--- config.mk ---
export PLATFORM = sky130hd
export DESIGN_NAME = alarm_annunciator
export DESIGN_NICKNAME = d
export VERILOG_FILES = /design/src/rtl/alarm_annunciator.sv
export SDC_FILE = /design/constraint.sdc
export NUM_CORES = 1
export LEC_CHECK = 0
export CORE_MARGIN = 2
export CORE_UTILIZATION = 35
export DETAILED_ROUTE_END_ITERATION = 10
export GPL_ROUTABILITY_DRIVEN = 0
export PLACE_DENSITY = 0.57
export SLEW_MARGIN = 20
export SYNTH_ARGS = -nofsm -noshare
export SYNTH_HDL_FRONTEND = slang
export SYNTH_SLANG_ARGS = --single-unit
--- constraint.sdc ---
create_clock -name clk_2 -period 1.7 [get_ports clk_2]
set_input_delay 0.34 -clock clk_2 [delete_from_list [all_inputs] [get_ports clk_2]]
set_output_delay 0.34 -clock clk_2 [all_outputs]
set_load 0.02 [all_outputs]
--- src/rtl/alarm_annunciator.sv ---
// alarm_annunciator
//   Sequential annunciator for the board's raw alarm conditions. Each channel
//   runs its own acknowledge state machine. The machine drives a blinking or
//   steady lamp, a shared buzzer, and a first-out indicator.
//
//   Ports
//     clk_2        system clock, rising edge
//     reset        asynchronous, active-high reset
//     alarm_req    raw alarm conditions (async), 1 = condition present
//     ack          acknowledge switch (async level); only its rising edge acts
//     led          per-channel lamp: off / fast blink / steady / slow blink
//     buzzer       1 while any channel is unacknowledged
//     any_alarm    1 while any channel is not NORMAL
//     first_valid  first_idx holds a valid first-out channel
//     first_idx    lowest channel that tripped first since all were NORMAL
//
//   state      | meaning
//   -----------+----------------------------------------------------------
//   NORMAL     | no condition, nothing pending
//   UNACK      | condition present, not yet acknowledged (fast blink)
//   ACKED      | condition present, acknowledged (steady on)
//   RTN_UNACK  | condition cleared before acknowledge (slow blink)
module alarm_annunciator #(
    parameter int NCH       = 4,
    parameter int FAST_HALF = 4
) (
    input  logic                   clk_2,
    input  logic                   reset,
    input  logic [NCH-1:0]         alarm_req,
    input  logic                   ack,
    output logic [NCH-1:0]         led,
    output logic                   buzzer,
    output logic                   any_alarm,
    output logic                   first_valid,
    output logic [$clog2(NCH)-1:0] first_idx
);

    localparam int IDX_W = $clog2(NCH);
    localparam int CNT_N = 8 * FAST_HALF;
    localparam int CNT_W = $clog2(CNT_N);

    localparam logic [CNT_W-1:0] CNT_TOP = CNT_W'(CNT_N - 1);
    localparam logic [CNT_W-1:0] FAST_H  = CNT_W'(FAST_HALF);
    localparam logic [CNT_W-1:0] FAST_P  = CNT_W'(2 * FAST_HALF);
    localparam logic [CNT_W-1:0] SLOW_H  = CNT_W'(4 * FAST_HALF);

    typedef enum logic [1:0] {
        ST_NORMAL    = 2'd0,
        ST_UNACK     = 2'd1,
        ST_ACKED     = 2'd2,
        ST_RTN_UNACK = 2'd3
    } state_t;

    logic [NCH-1:0]   req_s1_q;
    logic [NCH-1:0]   req_s_q;
    logic             ack_s1_q;
    logic             ack_s_q;
    logic             ack_s_d_q;
    logic [CNT_W-1:0] cnt_q;
    logic [CNT_W-1:0] cnt_d;
    state_t           state_q [NCH];
    state_t           state_d [NCH];
    logic             first_valid_q;
    logic             first_valid_d;
    logic [IDX_W-1:0] first_idx_q;
    logic [IDX_W-1:0] first_idx_d;

    logic             ack_pulse;
    logic             fast;
    logic             slow;
    logic             all_cur_normal;
    logic             all_next_normal;
    logic             trip_found;
    logic [IDX_W-1:0] trip_idx;

    assign ack_pulse = ack_s_q & ~ack_s_d_q;
    assign fast      = (cnt_q % FAST_P) < FAST_H;
    assign slow      = cnt_q < SLOW_H;

    always_comb begin
        cnt_d = (cnt_q == CNT_TOP) ? '0 : cnt_q + 1'b1;
    end

    // Per-channel next state. The acknowledge pulse is shared by all channels.
    always_comb begin
        for (int i = 0; i < NCH; i++) begin
            state_d[i] = state_q[i];
            unique case (state_q[i])
                ST_NORMAL: begin
                    if (req_s_q[i]) state_d[i] = ST_UNACK;
                end
                ST_UNACK: begin
                    if (ack_pulse)     state_d[i] = req_s_q[i] ? ST_ACKED : ST_NORMAL;
                    else if (!req_s_q[i]) state_d[i] = ST_RTN_UNACK;
                end
                ST_ACKED: begin
                    if (!req_s_q[i]) state_d[i] = ST_NORMAL;
                end
                ST_RTN_UNACK: begin
                    // A re-trip beats a same-cycle ack, so it needs a fresh ack.
                    if (req_s_q[i])    state_d[i] = ST_UNACK;
                    else if (ack_pulse) state_d[i] = ST_NORMAL;
                end
                default: state_d[i] = ST_NORMAL;
            endcase
        end
    end

    // First-out capture. The scan runs from the top index down, so the lowest
    // tripping channel wins when several trip in the same cycle.
    always_comb begin
        all_cur_normal  = 1'b1;
        all_next_normal = 1'b1;
        trip_found      = 1'b0;
        trip_idx        = '0;
        for (int i = NCH - 1; i >= 0; i--) begin
            if (state_q[i] != ST_NORMAL) all_cur_normal = 1'b0;
            if (state_d[i] != ST_NORMAL) all_next_normal = 1'b0;
            if (state_q[i] == ST_NORMAL && state_d[i] == ST_UNACK) begin
                trip_found = 1'b1;
                trip_idx   = IDX_W'(i);
            end
        end

        first_valid_d = first_valid_q;
        first_idx_d   = first_idx_q;
        if (all_next_normal) begin
            first_valid_d = 1'b0;
            first_idx_d   = '0;
        end else if (all_cur_normal && trip_found) begin
            first_valid_d = 1'b1;
            first_idx_d   = trip_idx;
        end
    end

    always_comb begin
        led       = '0;
        buzzer    = 1'b0;
        any_alarm = 1'b0;
        for (int i = 0; i < NCH; i++) begin
            unique case (state_q[i])
                ST_NORMAL:    led[i] = 1'b0;
                ST_UNACK:     led[i] = fast;
                ST_ACKED:     led[i] = 1'b1;
                ST_RTN_UNACK: led[i] = slow;
                default:      led[i] = 1'b0;
            endcase
            if (state_q[i] == ST_UNACK || state_q[i] == ST_RTN_UNACK) buzzer = 1'b1;
            if (state_q[i] != ST_NORMAL) any_alarm = 1'b1;
        end
    end

    assign first_valid = first_valid_q;
    assign first_idx   = first_idx_q;

    always_ff @(posedge clk_2 or posedge reset) begin
        if (reset) begin
            req_s1_q      <= '0;
            req_s_q       <= '0;
            ack_s1_q      <= 1'b0;
            ack_s_q       <= 1'b0;
            ack_s_d_q     <= 1'b0;
            cnt_q         <= '0;
            first_valid_q <= 1'b0;
            first_idx_q   <= '0;
            for (int i = 0; i < NCH; i++) state_q[i] <= ST_NORMAL;
        end else begin
            req_s1_q      <= alarm_req;
            req_s_q       <= req_s1_q;
            ack_s1_q      <= ack;
            ack_s_q       <= ack_s1_q;
            ack_s_d_q     <= ack_s_q;
            cnt_q         <= cnt_d;
            first_valid_q <= first_valid_d;
            first_idx_q   <= first_idx_d;
            for (int i = 0; i < NCH; i++) state_q[i] <= state_d[i];
        end
    end

endmodule

-- Yosys cells after proc, flatten, opt, wreduce, memory -nomap -nowiden
Index checks and enable logic that the tools add are counted.
- bits of input ports: 7
- word-level logic and storage cells: 121
- register bits after elaboration: 27
- $lt $le $gt $ge: 2
- mux-type cells: 65
- add/subtract/negate cells: 1
- equal/unequal tests: 17
- reduce and logical (&&, ||, !) cells: 22
- bitwise gates (word level): 2
- operators by type and width (kind ; number):
    $mux 2 ; 34
    $pmux 2 s4 ; 4
    $mux 1 ; 22
    $reduce_bool 2->1 ; 9
    $eq 2x1->1 const B ; 8
    $eq 2x2->1 const B ; 8
    $pmux 1 s4 ; 4
    $logic_not 2->1 ; 4
    $add 5x1->5 const B ; 1
    $eq 5x5->1 const B ; 1
    $logic_and 1x1->1 ; 5
    $lt 5x5->1 const B ; 1
    $mux 5 ; 1
    $logic_or 1x1->1 ; 4
    $lt 3x3->1 const B ; 1
    $and 1x1->1 ; 1
    $not 1->1 ; 1

-- Logic depth before layout (Yosys ltp)
Gate-level depths: netlist of the first run.
- depth in word-level cells: 14
- depth in mapped cells: 6

-- Worst setup path after synthesis of the first run
OpenSTA, ideal clock, no wires.
- path kind: register to output
- start point: reg state_q[0] (netlist name)
- end point: out any_alarm
- stages on the path, launching flop included: 5
- arrival time: 1.503 ns
- buffers on the path: 1
- path slack: -0.143 ns
- path through: dfrtp_1 buf_2 or4_1 nor2_2 inv_1
- cells in the longest elaborated chain, start to end: 2
- RTL lines (element ; line ; text):
    start, declared ; 61 ; state_t state_q [NCH];
    $reduce_bool 2->1 ; 149 ; if (state_q[i] != ST_NORMAL) any_alarm = 1'b1;
    $mux 1 ; 149 ;
    end, declared ; 33 ; output logic any_alarm,
Every way passes these cells.

-- Worst setup path in the final report of the first run
- start point: reg state_q[5] (netlist name)
- end point: out any_alarm
- cells in the longest elaborated chain, start to end: 4
- RTL lines (element ; line):
    $reduce_bool 2->1 ; 149
    $mux 1 (3 in a row) ; 149
Every way passes these cells.

==> summary.md, run 1 <==
| Metric | Value |
|---|---|
| Layout Area Growth over Synthesis | 31.22% |
| Max clock buf depth | 2 |
| Most frequent cells after synthesis | dfrtp_1 (27), nand2_1 (9), a21oi_1 (5) |
| Residual DRC count | 0 |
| Max-cap violations | 0 |
| DIE WIDTH | 63.19 µm |
| Required time worst endpoint | 1.36 ns |
| Register-to-register setup slack | -0.06 ns |
| Fin crit share | 111.5% |
| Wirelength per Cell | 13.04 µm |
| RSZ-0062 raised after global routing | yes |
| Largest area contributor in the netlist | dfrtp_1 |
| Sinks on Clock Net | 27 |
| Number of fillers in the final layout | 340 |
| Leading cell types by total area after synthesis | dfrtp_1 (55%), nand2_1 (2.8%), nor4bb_1 (2.4%) |
| Period minus WS final | 1.896 ns |
| Clock tree from TritonCTS | built |
| Nets | 146 |
| Leakage | 0.7215 nW |
| Instance count of the mapped netlist | 103 |
| Die outline height | 63.19 µm |
| Final WL | 2.373 mm |
| Layout Cells excl Fill | 182 |
| Count of buffers from port buffering | 15 |
| H-Tree Depth | 1 |
| Status | finished, violations left |
| Number of warning messages in the yosys log | 0 |
| Number of CTS-inserted buffers | 3 |
| CP max FO | 2 |
| Finished Cell Area | 1609 µm² |
| Hold buffer count at cts | 0 |
| Final ANT Viol Nets | 0 |
| Share of final-layout standard cells stronger than drive strength 1 | 33.82% |
| Drt pass-1 iters | 6 |
| Synth Register Bits | 27 |
| Initial core utilization | 36.46% |
| Area fraction of the dominant cell type after synthesis | 55.10% |
| Ports placed on the boundary | 16 |
| Clock slew at the register clock pins of the worst setup and hold paths | 0.14 ns |
| Post-DR vias/cell | 4.901 |
| Post-synth ARST share | 100.0% |
| Launch instance of the worst register-to-register path | state_q[6]$_DFF_PP0_ |
| Diodes inserted | 0 |
| Initial antenna violation count | 0 |
| Worst endpoint data arrival time | 1.56 ns |
| Number of distinct library cell variants in the gate-level netlist after synthesis | 34 |
| Largest net degree at the start of global routing | 28 |
| End of the critical path | any_alarm |
| CTS Root Cell | clkbuf_4 |
| CP Launch Type | register |
| Via count | 892 |
| Startpoint of the worst setup timing path | state_q[5]$_DFF_PP0_ |
| Most used standard cell by instance count after synthesis | dfrtp_1 |
| Total global routing track utilization | 13.30% |
| Capture instance of the worst register-to-register path | first_idx[0]$_DFFE_PP0P_ |
| Final count of hold timing violations | 0 |
| Number of enable flip-flop cells after synthesis | 0 |
| Via count of the first global-routing pass | 885 |
| Number of setup violations in the final report | 5 |
| Post-synthesis instance area | 1226 µm² |
| FF-to-FF path depth | 6 |
| Final worst slack | -0.1963 ns |
| Kind of critical path | reg -> out |
| Wire length of the first global-routing pass | 4.133 mm |
| Number of rows created at floorplan | 21 |
| Capturing element type of the critical path | output port |
| Final HPWL from detailed placement | 1.761 mm |
| Area of the die | 3993 µm² |
| Final-report max-slew violation count | 0 |
| Placeable core region | 3363 µm² |
| Mapped Nets | 112 |
| Remaining global-route overflow | 0 |
| Transition time of the tightest slew-check pin | 0.3184 ns |
| Top achievable clock speed | 527.4 MHz |
| DP Area | 1528 µm² |
| Final worst clock skew | 0.003974 ns |
| Synth Flop Type | dfrtp_1 |
| Skew-Pair Late Insertion Delay | 0.33 ns |
| Worst IR drop on VDD | 0.0004030 V |
| Path category of the worst min-delay check | in -> async |
| Number of DRC violations after detailed-routing iteration 0 | 20 |
| Failing checks | negative setup slack |
| Fraction of the yosys area taken by sequential cells | 55.10% |
| # placed instances | 175 |
| Mean instance size in the synthesized netlist | 11.90 µm² |
| Worst rel slew slack | 78.48% |
| Cell area power density | 1491 nW/µm² |
| Worst slack after detailed placement | -0.2395 ns |
-- power breakdown --
part           internal (mW)  switching [mW]
clock                 0.0921           0.183
sequential             0.767          0.0781
combinational          0.644           0.635
-- cell usage in the layout, fill, tap and decap left out, types with 3 or more instances in the layout --
cell type / synthesis / final
buf_4: 0 / 13
nand2_1: 9 / 9
a31oi_1: 4 / 3
nor4bb_1: 3 / 3
nand3b_1: 3 / 3
clkdlybuf4s50_1: 0 / 9
nor2_1: 4 / 4
a21oi_1: 5 / 4
or3b_2: 3 / 3
clkbuf_4: 0 / 3
dfrtp_1: 27 / 27
nand3_1: 4 / 4
buf_6: 0 / 6
-- layer usage --
layer | routed length [µm] | share of wire [%] | GRT usage, %
met1 | 1148 | 48 | 18.40
met2 | 1084 | 46 | 21.41
met3 | 91 | 3.8 | 1.786
met4 | 48 | 2.0 | 4.891
met5 | 0 | 0 | 0
-- cells by family (layout without fill, tap and decap cells) --
| kind of cell | count (synthesis) | in the layout | synth area share, % |
|---|---|---|---|
| fa+ha+maj | 2 | 2 | 2.040 |
| buf+inv | 5 | 38 | 1.632 |
| xor+xnor | 3 | 3 | 2.143 |
| simple gates | 46 | 46 | 27.86 |
| flops | 27 | 27 | 55.10 |
| compound gates | 20 | 20 | 11.22 |
-- how the worst min path moves through the flow --
stage	to	slack, ns	cells past startpoint
2_1_floorplan	ack_s_q$_DFF_PP0_	0.33	0
3_3_place_gp	req_s_q[3]$_DFF_PP0_	0.33	0
3_5_place_dp	ack_s_q$_DFF_PP0_	0.34	0
4_1_cts	req_s1_q[2]$_DFF_PP0_	0.36	3
5_1_grt	req_s_q[0]$_DFF_PP0_	0.37	0
6_report	req_s_q[0]$_DFF_PP0_	0.35	3
-- worst max-delay path: stages, from the launching register on --
cell	delay (ns)
dfrtp_1	0.40
or4_4	0.55
nor2_4	0.13
inv_2	0.04
buf_6	0.12
-- cell type report --
type	count	area [µm²]	area share, %
Clock buffer	4	26.28	1.633
Sequential cell	27	675.6	41.99
Inverter	4	15.01	0.9331
Multi-Input combinational cell	71	569.3	35.38
Timing Repair Buffer	30	265.3	16.49
Tap cell	46	57.56	3.577
-- stage by stage --
stage	TNS (ns)	util, %	hold WS (ns)	power (mW)
floorplan	0	-	0.3312	1.558
global placement	-0.6558	45.42	0.3327	2.017
detailed placement	-0.6667	45.42	0.3358	2.030
CTS	-0.6175	46.58	0.3618	2.307
global route	-0.7737	47.84	0.3749	2.563
finish	-0.4260	47.84	0.3478	2.400
-- sequential cells by signal (all words and copies together) (netlist names) --
signal       cells
ack_s_q          1
ack_s1_q         1
req_s1_q         4
state_q          8
req_s_q          4
ack_s_d_q        1
first_idx        2
first_valid      1
cnt_q            5
-- what timing repair did --
item / CTS / global route
gates cloned: 0 / 0
pin swaps: 6 / 3
gates resized for setup: 33 / 12
setup endpoints to repair: 9 / 7
setup buffers: 3 / 0
Power figures use the tool's default switching activity.
==> run 2, diff against run 1 <==
Settings changed: DONT_BUFFER_PORTS set to 1, PLACE_DENSITY 0.57 to 0.51.
==> run 2 against run 1 <==
The run still ends with negative setup slack left. Combinational power fell by 8%. Worst hold slack gained 0.021 ns. Register-to-register slack got worse by 0.04 ns. Die area stayed put. Core utilization decreased by 1.5 points. Maximum frequency up 2.3%. Sequential cell count stayed put. First-iteration DRC count grew 20%.
==> summary.md, run 2 (synthesis results as in run 1) <==
| Metric | Value |
|---|---|
| Status | finished, violations left |
| Failing checks | negative setup slack |
| Layout Area Growth over Synthesis | 27.04% |
| Wirelength per Cell | 14.10 µm (+8.1%) |
| Final worst clock skew | 0.006011 ns (+0.002037 ns) |
| Via count of the first global-routing pass | 911 (+2.9%) |
| Highest-count cells in the layout ignoring fill and taps | dfrtp_1 (27), buf_4 (15), nand2_1 (9), dlygate4sd3_1 (6) |
| Worst IR drop on VDD | 0.0004925 V (+22%) |
| Register-to-register setup slack | -0.10 ns (-0.04 ns) |
| Path category of the worst min-delay check | reg -> reg |
| Number of fillers in the final layout | 328 (-3.5%) |
| Capturing element type of the critical path | output port |
| Diodes inserted | 0 (unchanged) |
| Largest register FFs | 8 (unchanged) |
| Kind of critical path | reg -> out |
| Period minus WS final | 1.853 ns (-0.04331 ns) |
| Top achievable clock speed | 539.7 MHz (+2.3%) |
| Ports placed on the boundary | 16 (unchanged) |
| Wire length of the first global-routing pass | 4.209 mm (+1.8%) |
| Number of rows created at floorplan | 21 (unchanged) |
| Switching power of the nets | 0.9279 mW (+3.6%) |
| Final worst slack | -0.1529 ns (+0.04331 ns) |
| CP max FO | 6 (+4) |
| Max clock buf depth | 2 (unchanged) |
| Minimum hold slack | 0.3692 ns (+0.02138 ns) |
| Part of the total power dissipated in sequential elements | 38.3% (+3.1 points) |
| Clock slew at the register clock pins of the worst setup and hold paths | 0.16 ns (+0.02 ns) |
| Count of buffers from port buffering | 0 (-15) |
| Share of total power in combinational logic | 49.5% (-3.8 points) |
| Via count | 863 (-3.3%) |
| Cell area power density | 1529 nW/µm² (+2.6%) |
| Max-cap violations | 0 (unchanged) |
| Worst rel slew slack | 77.05% (-1.4 points) |
| Sinks on Clock Net | 27 (unchanged) |
| Final HPWL from detailed placement | 1.779 mm (+0.99%) |
| Required time worst endpoint | 1.36 ns (about the same) |
| Clock network fraction of total power | 12.3% (+0.8 points) |
| Sw frac | 38.95% (+1.6 points) |
| RSZ-0062 raised after global routing | yes |
| Transition time of the tightest slew-check pin | 0.3396 ns (+0.02112 ns) |
| CP Launch Type | register |
| Fin crit share | 109.0% (-2.5 points) |
| Initial antenna violation count | 0 (unchanged) |
| Final count of hold timing violations | 0 (unchanged) |
| Overall power consumption | 2.383 mW (-0.71%) |
| Final Core Density | 46.32% (-1.5 points) |
| Largest reg by FF count | state_q |
| Worst endpoint data arrival time | 1.51 ns (-0.05 ns) |
| Post-DR vias/cell | 4.903 (about the same) |
| Share of final-layout standard cells stronger than drive strength 1 | 34.62% (+0.79 points) |
| Area of the die | 3993 µm² (unchanged) |
| Drt pass-1 iters | 4 (-2) |
| Initial core utilization | 36.46% (unchanged) |
| Number of CTS-inserted buffers | 3 (unchanged) |
| Most frequent standard cell in the layout excluding fill and tap cells | dfrtp_1 |
| Final WL | 2.481 mm (+4.6%) |
| Number of DRC violations after detailed-routing iteration 0 | 24 (+20%) |
| Final-report max-slew violation count | 0 (unchanged) |
| Registers with the most flip-flops | state_q: 8 flops, cnt_q: 5 flops |
| Total global routing track utilization | 13.21% (-0.089 points) |
| Nets | 140 (-4.1%) |
| Internal power contribution | 1.455 mW (-3.3%) |
| Leakage | 0.6959 nW (-3.6%) |
| Residual DRC count | 0 (unchanged) |
| Finished Cell Area | 1558 µm² (-3.2%) |
| Worst slack after detailed placement | -0.03686 ns (+0.2027 ns) |
| Clock tree from TritonCTS | built |
| CTS Root Cell | clkbuf_4 |
| Placeable core region | 3363 µm² (unchanged) |
| H-Tree Depth | 1 (unchanged) |
| Largest net degree at the start of global routing | 28 (unchanged) |
| Die outline height | 63.19 µm (unchanged) |
| Remaining global-route overflow | 0 (unchanged) |
| Skew-Pair Late Insertion Delay | 0.33 ns (about the same) |
| Number of setup violations in the final report | 5 (unchanged) |
| DIE WIDTH | 63.19 µm (unchanged) |
| DP Area | 1378 µm² (-9.8%) |
| Final ANT Viol Nets | 0 (unchanged) |
-- run 2: repair_timing --
item                                    CTS  global route
pin swaps                                 3             3
endpoints found under the setup margin    6             9
endpoints found under the hold margin    27             5
resized for setup                         4             7
buffers inserted                          5             1
hold buffers                              1             5
-- run 2: final timing paths --
path / from / endpoint / cells past startpoint
worst max-delay path: state_q[5]$_DFF_PP0_ / any_alarm / 3
worst min-delay path: req_s1_q[1]$_DFF_PP0_ / req_s_q[1]$_DFF_PP0_ / 0
worst max register to register: state_q[7]$_DFF_PP0_ / first_idx[0]$_DFFE_PP0P_ / 6
worst min register to register: req_s1_q[1]$_DFF_PP0_ / req_s_q[1]$_DFF_PP0_ / 0
max in group asynchronous: reset / first_idx[1]$_DFFE_PP0P_ / 3
min in group asynchronous: reset / ack_s1_q$_DFF_PP0_ / 3
-- run 2: cell type report --
class | instances | area (µm²) | area share [%]
clock buffer | 3 | 22.52 | 1.446
clock inverter | 1 | 7.507 | 0.4819
inverter | 4 | 15.01 | 0.9639
multi-input combinational | 71 | 573.1 | 36.79
sequential | 27 | 675.6 | 43.37
tap | 46 | 57.56 | 3.695
timing repair buffer | 24 | 206.4 | 13.25
-- run 2: worst max-delay path, stage by stage, from the launching register on --
cell and delay, ns:
dfrtp_1 0.46, or4_4 0.51, nor2_4 0.13, inv_2 0.07
-- run 2: power groups by stage --
| stage | Clock, mW | Sequential, mW | Combinational, mW |
|---|---|---|---|
| final | 0.292 | 0.912 | 1.18 |
| after global routing | 0.342 | 0.928 | 1.27 |
| after CTS | 0.304 | 0.912 | 1.09 |
| after detailed placement | 0 | 0.957 | 0.943 |
| after global placement | 0 | 0.951 | 0.936 |
| after floorplan | 0 | 0.927 | 0.631 |
-- run 2: routing by layer --
metal	wire length (µm)	up-vias	global-route usage, %
li1	-	425	-
met1	1076	421	16.48
met2	1311	17	23.67
met3	93	0	2.321
met4	0	0	3.261
met5	0	-	0
-- run 2: through the flow --
step                TNS (ns)  instances
detailed placement  -0.08594        160
floorplan                  0        103
global route          -1.011        176
finish               -0.5418        176
CTS                  -0.5754        170
global placement           0        160
==> run 3, diff against run 2 <==
Settings changed: CORE_MARGIN 2 to 1.
Clock period 1.7 ns to 1.75 ns, I/O delays scaled along.
==> run 3 against run 2 <==
The flow still finishes with violations (negative setup slack). Non-clock buffer count is 10 lower. Routed wire length shrank 8.0%. Worst hold slack worse by 0.33 ns. Register-to-register slack better by 0.07 ns. Sequential power decreased by 0.4%. Design area shrank 7.8%. Sequential cell count stayed put. Total power shrank 11%. Die area shrank 6.2%. Clock skew fell by 0.0039 ns. Critical endpoint unchanged. Highest routed layer is now met4.
==> summary.md, run 3 (synthesis results as in run 1) <==
| Metric | Value |
|---|---|
| Final count of hold timing violations | 0 (unchanged) |
| Minimum hold slack | 0.04073 ns (-0.3285 ns) |
| Launch instance of the worst register-to-register path | state_q[6]$_DFF_PP0_ |
| Count of buffers from port buffering | 0 (unchanged) |
| Final ANT Viol Nets | 0 (unchanged) |
| Drt pass-1 iters | 4 (unchanged) |
| RSZ-0062 raised after global routing | yes |
| Initial core utilization | 36.75% (+0.29 points) |
| Cell area power density | 1476 nW/µm² (-3.5%) |
| Area taken by multi-input logic gates | 546.8 µm² (-4.6%) |
| Via count of the first global-routing pass | 794 (-13%) |
| Path category of the worst min-delay check | in -> reg |
| Placeable core region | 3337 µm² (-0.78%) |
| Endpoint of the worst hold path | req_s1_q[1]$_DFF_PP0_ |
| Wirelength per Cell | 13.75 µm (-2.4%) |
| Highest-count cells in the layout ignoring fill and taps | dfrtp_1 (24), buf_4 (12), nand2_1 (9) |
| Worst IR drop on VDD | 0.0004479 V (-9.1%) |
| Number of rows created at floorplan | 21 (unchanged) |
| Most frequent standard cell in the layout excluding fill and tap cells | dfrtp_1 |
| Failing checks | negative setup slack |
| Switching power of the nets | 0.8047 mW (-13%) |
| Largest reg by FF count | state_q |
| Final worst slack | -0.1001 ns (+0.05280 ns) |
| DIE WIDTH | 61.19 µm (-3.2%) |
| Number of fillers in the final layout | 338 (+3.0%) |
| Registers with the most flip-flops | state_q: 8 flops, cnt_q: 5 flops |
| Internal power contribution | 1.315 mW (-9.6%) |
| Sw frac | 37.96% (-0.99 points) |
| Period minus WS final | 1.850 ns |
| Clock slew at the register clock pins of the worst setup and hold paths | 0.14 ns (-0.02 ns) |
| Worst endpoint data arrival time | 1.50 ns (about the same) |
| Finished Cell Area | 1436 µm² (-7.8%) |
| Number of DRC violations after detailed-routing iteration 0 | 15 (-38%) |
| H-Tree Depth | 1 (unchanged) |
| Clock network fraction of total power | 12.4% (about the same) |
| Number of setup violations in the final report | 3 (-2) |
| Fin crit share | 105.7% |
| Hold path cells | 0 (unchanged) |
| Post-DR vias/cell | 4.916 (+0.25%) |
| Final worst clock skew | 0.002103 ns (-0.003908 ns) |
| Final WL | 2.283 mm (-8.0%) |
| Clock tree from TritonCTS | built |
| Area of the die | 3744 µm² (-6.2%) |
| Share of final-layout standard cells stronger than drive strength 1 | 33.33% (-1.3 points) |
| Number of CTS-inserted buffers | 3 (unchanged) |
| Kind of critical path | reg -> out |
| FF-to-FF path depth | 6 (unchanged) |
| Part of the total power dissipated in sequential elements | 42.9% (+4.6 points) |
| Total global routing track utilization | 14.02% (+0.80 points) |
| Nets | 130 (-7.1%) |
| CTS Root Cell | clkbuf_4 |
| Status | finished, violations left |
| DP Area | 1350 µm² (-2.0%) |
| Wire length of the first global-routing pass | 3.670 mm (-13%) |
| Diodes inserted | 0 (unchanged) |
| Ports placed on the boundary | 16 (unchanged) |
| Capture instance of the worst register-to-register path | first_idx[0]$_DFFE_PP0P_ |
| Final HPWL from detailed placement | 1.684 mm (-5.3%) |
| CP Launch Type | register |
| Skew-Pair Late Insertion Delay | 0.32 ns (about the same) |
| Layout Area Growth over Synthesis | 17.14% |
| Residual DRC count | 0 (unchanged) |
| Required time worst endpoint | 1.40 ns (+0.04 ns) |
| Initial antenna violation count | 0 (unchanged) |
| Largest net degree at the start of global routing | 28 (unchanged) |
| Remaining global-route overflow | 0 (unchanged) |
| Max-cap violations | 0 (unchanged) |
| Capturing element type of the critical path | output port |
| CP max FO | 2 (-4) |
| Worst slack after detailed placement | 0.01707 ns (+0.05393 ns) |
| Max clock buf depth | 2 (unchanged) |
| Top achievable clock speed | 540.5 MHz |
| Sinks on Clock Net | 27 (unchanged) |
| Die outline height | 61.19 µm (-3.2%) |
| Final-report max-slew violation count | 0 (unchanged) |
| Register-to-register setup slack | -0.03 ns (+0.07 ns) |
| Leakage | 0.6411 nW (-7.9%) |
| Hold Path Origin | alarm_req[1] |
| Share of total power in combinational logic | 44.8% (-4.7 points) |
| Transition time of the tightest slew-check pin | 0.3380 ns (-0.001541 ns) |
| Largest register FFs | 8 (unchanged) |
| Worst rel slew slack | 77.47% (+0.41 points) |
| Via count | 816 (-5.4%) |
| Storage cell area | 679.4 µm² (+0.56%) |
## run 3: cell types whose count changed in the layout (fill, tap and decap cells not counted), sizes merged
| cell | previous run | this run |
|---|---|---|
| buf | 18 | 13 |
| clkbuf | 3 | 4 |
| clkinvlp | 1 | 0 |
| dlygate4sd3 | 6 | 1 |
## run 3: routing by layer
metal	track usage [%]	routed length, µm	vias to the layer above
met3	2.101	76	2
met5	0	0	-
met4	8.117	15	0
li1	-	-	406
met2	23.29	1154	12
met1	17.36	1036	396
## run 3: per-stage QoR
| stage | instances | power, mW | setup TNS [ns] | utilization [%] |
|---|---|---|---|---|
| after detailed placement | 157 | 1.777 | 0 | 40.46 |
| final | 166 | 2.120 | -0.2130 | 43.04 |
| after CTS | 167 | 2.162 | -0.2841 | 43.16 |
| after global routing | 166 | 2.271 | -0.5132 | 43.04 |
| after floorplan | 103 | 1.505 | 0 | - |
| after global placement | 157 | 1.771 | 0 | 40.46 |
## run 3: power groups by stage
stage	clock network (mW)	registers, mW	logic (mW)
floorplan	0	0.900	0.605
global placement	0	0.953	0.818
detailed placement	0	0.957	0.820
CTS	0.276	0.914	0.972
global route	0.304	0.932	1.04
finish	0.262	0.908	0.949
## run 3: worst max-delay path by stage
stage | startpoint | end | slack [ns] | depth (start not counted)
finish | state_q[1]$_DFF_PP0_ | any_alarm | -0.10 | 3
global route | state_q[1]$_DFF_PP0_ | any_alarm | -0.15 | 3
CTS | state_q[1]$_DFF_PP0_ | any_alarm | -0.11 | 3
detailed placement | state_q[6]$_DFF_PP0_ | first_idx[0]$_DFFE_PP0P_ | 0.02 | 5
global placement | state_q[6]$_DFF_PP0_ | first_idx[1]$_DFFE_PP0P_ | 0.05 | 5
floorplan | state_q[0]$_DFF_PP0_ | any_alarm | 0.004 | 4
## run 3: worst max-delay path, cell delays in order, from the launching register on
cell	delay [ns]
dfrtp_2	0.43
or4_4	0.55
nor2_4	0.13
inv_2	0.07
## run 3: cell type report
cell class	instances	area share [%]
clock buffers	4	1.829
inverters	4	1.045
multi-input cells	71	38.07
flip-flops and latches	27	47.30
well taps	46	4.007
repair buffers	14	7.753
## run 3: what timing repair did
action	4_1_cts	5_1_grt
buffers inserted	5	0
hold buffers	1	0
hold endpoints to repair	27	0
setup endpoints to repair	2	9
pin swaps	2	0
gates resized for setup	7	2
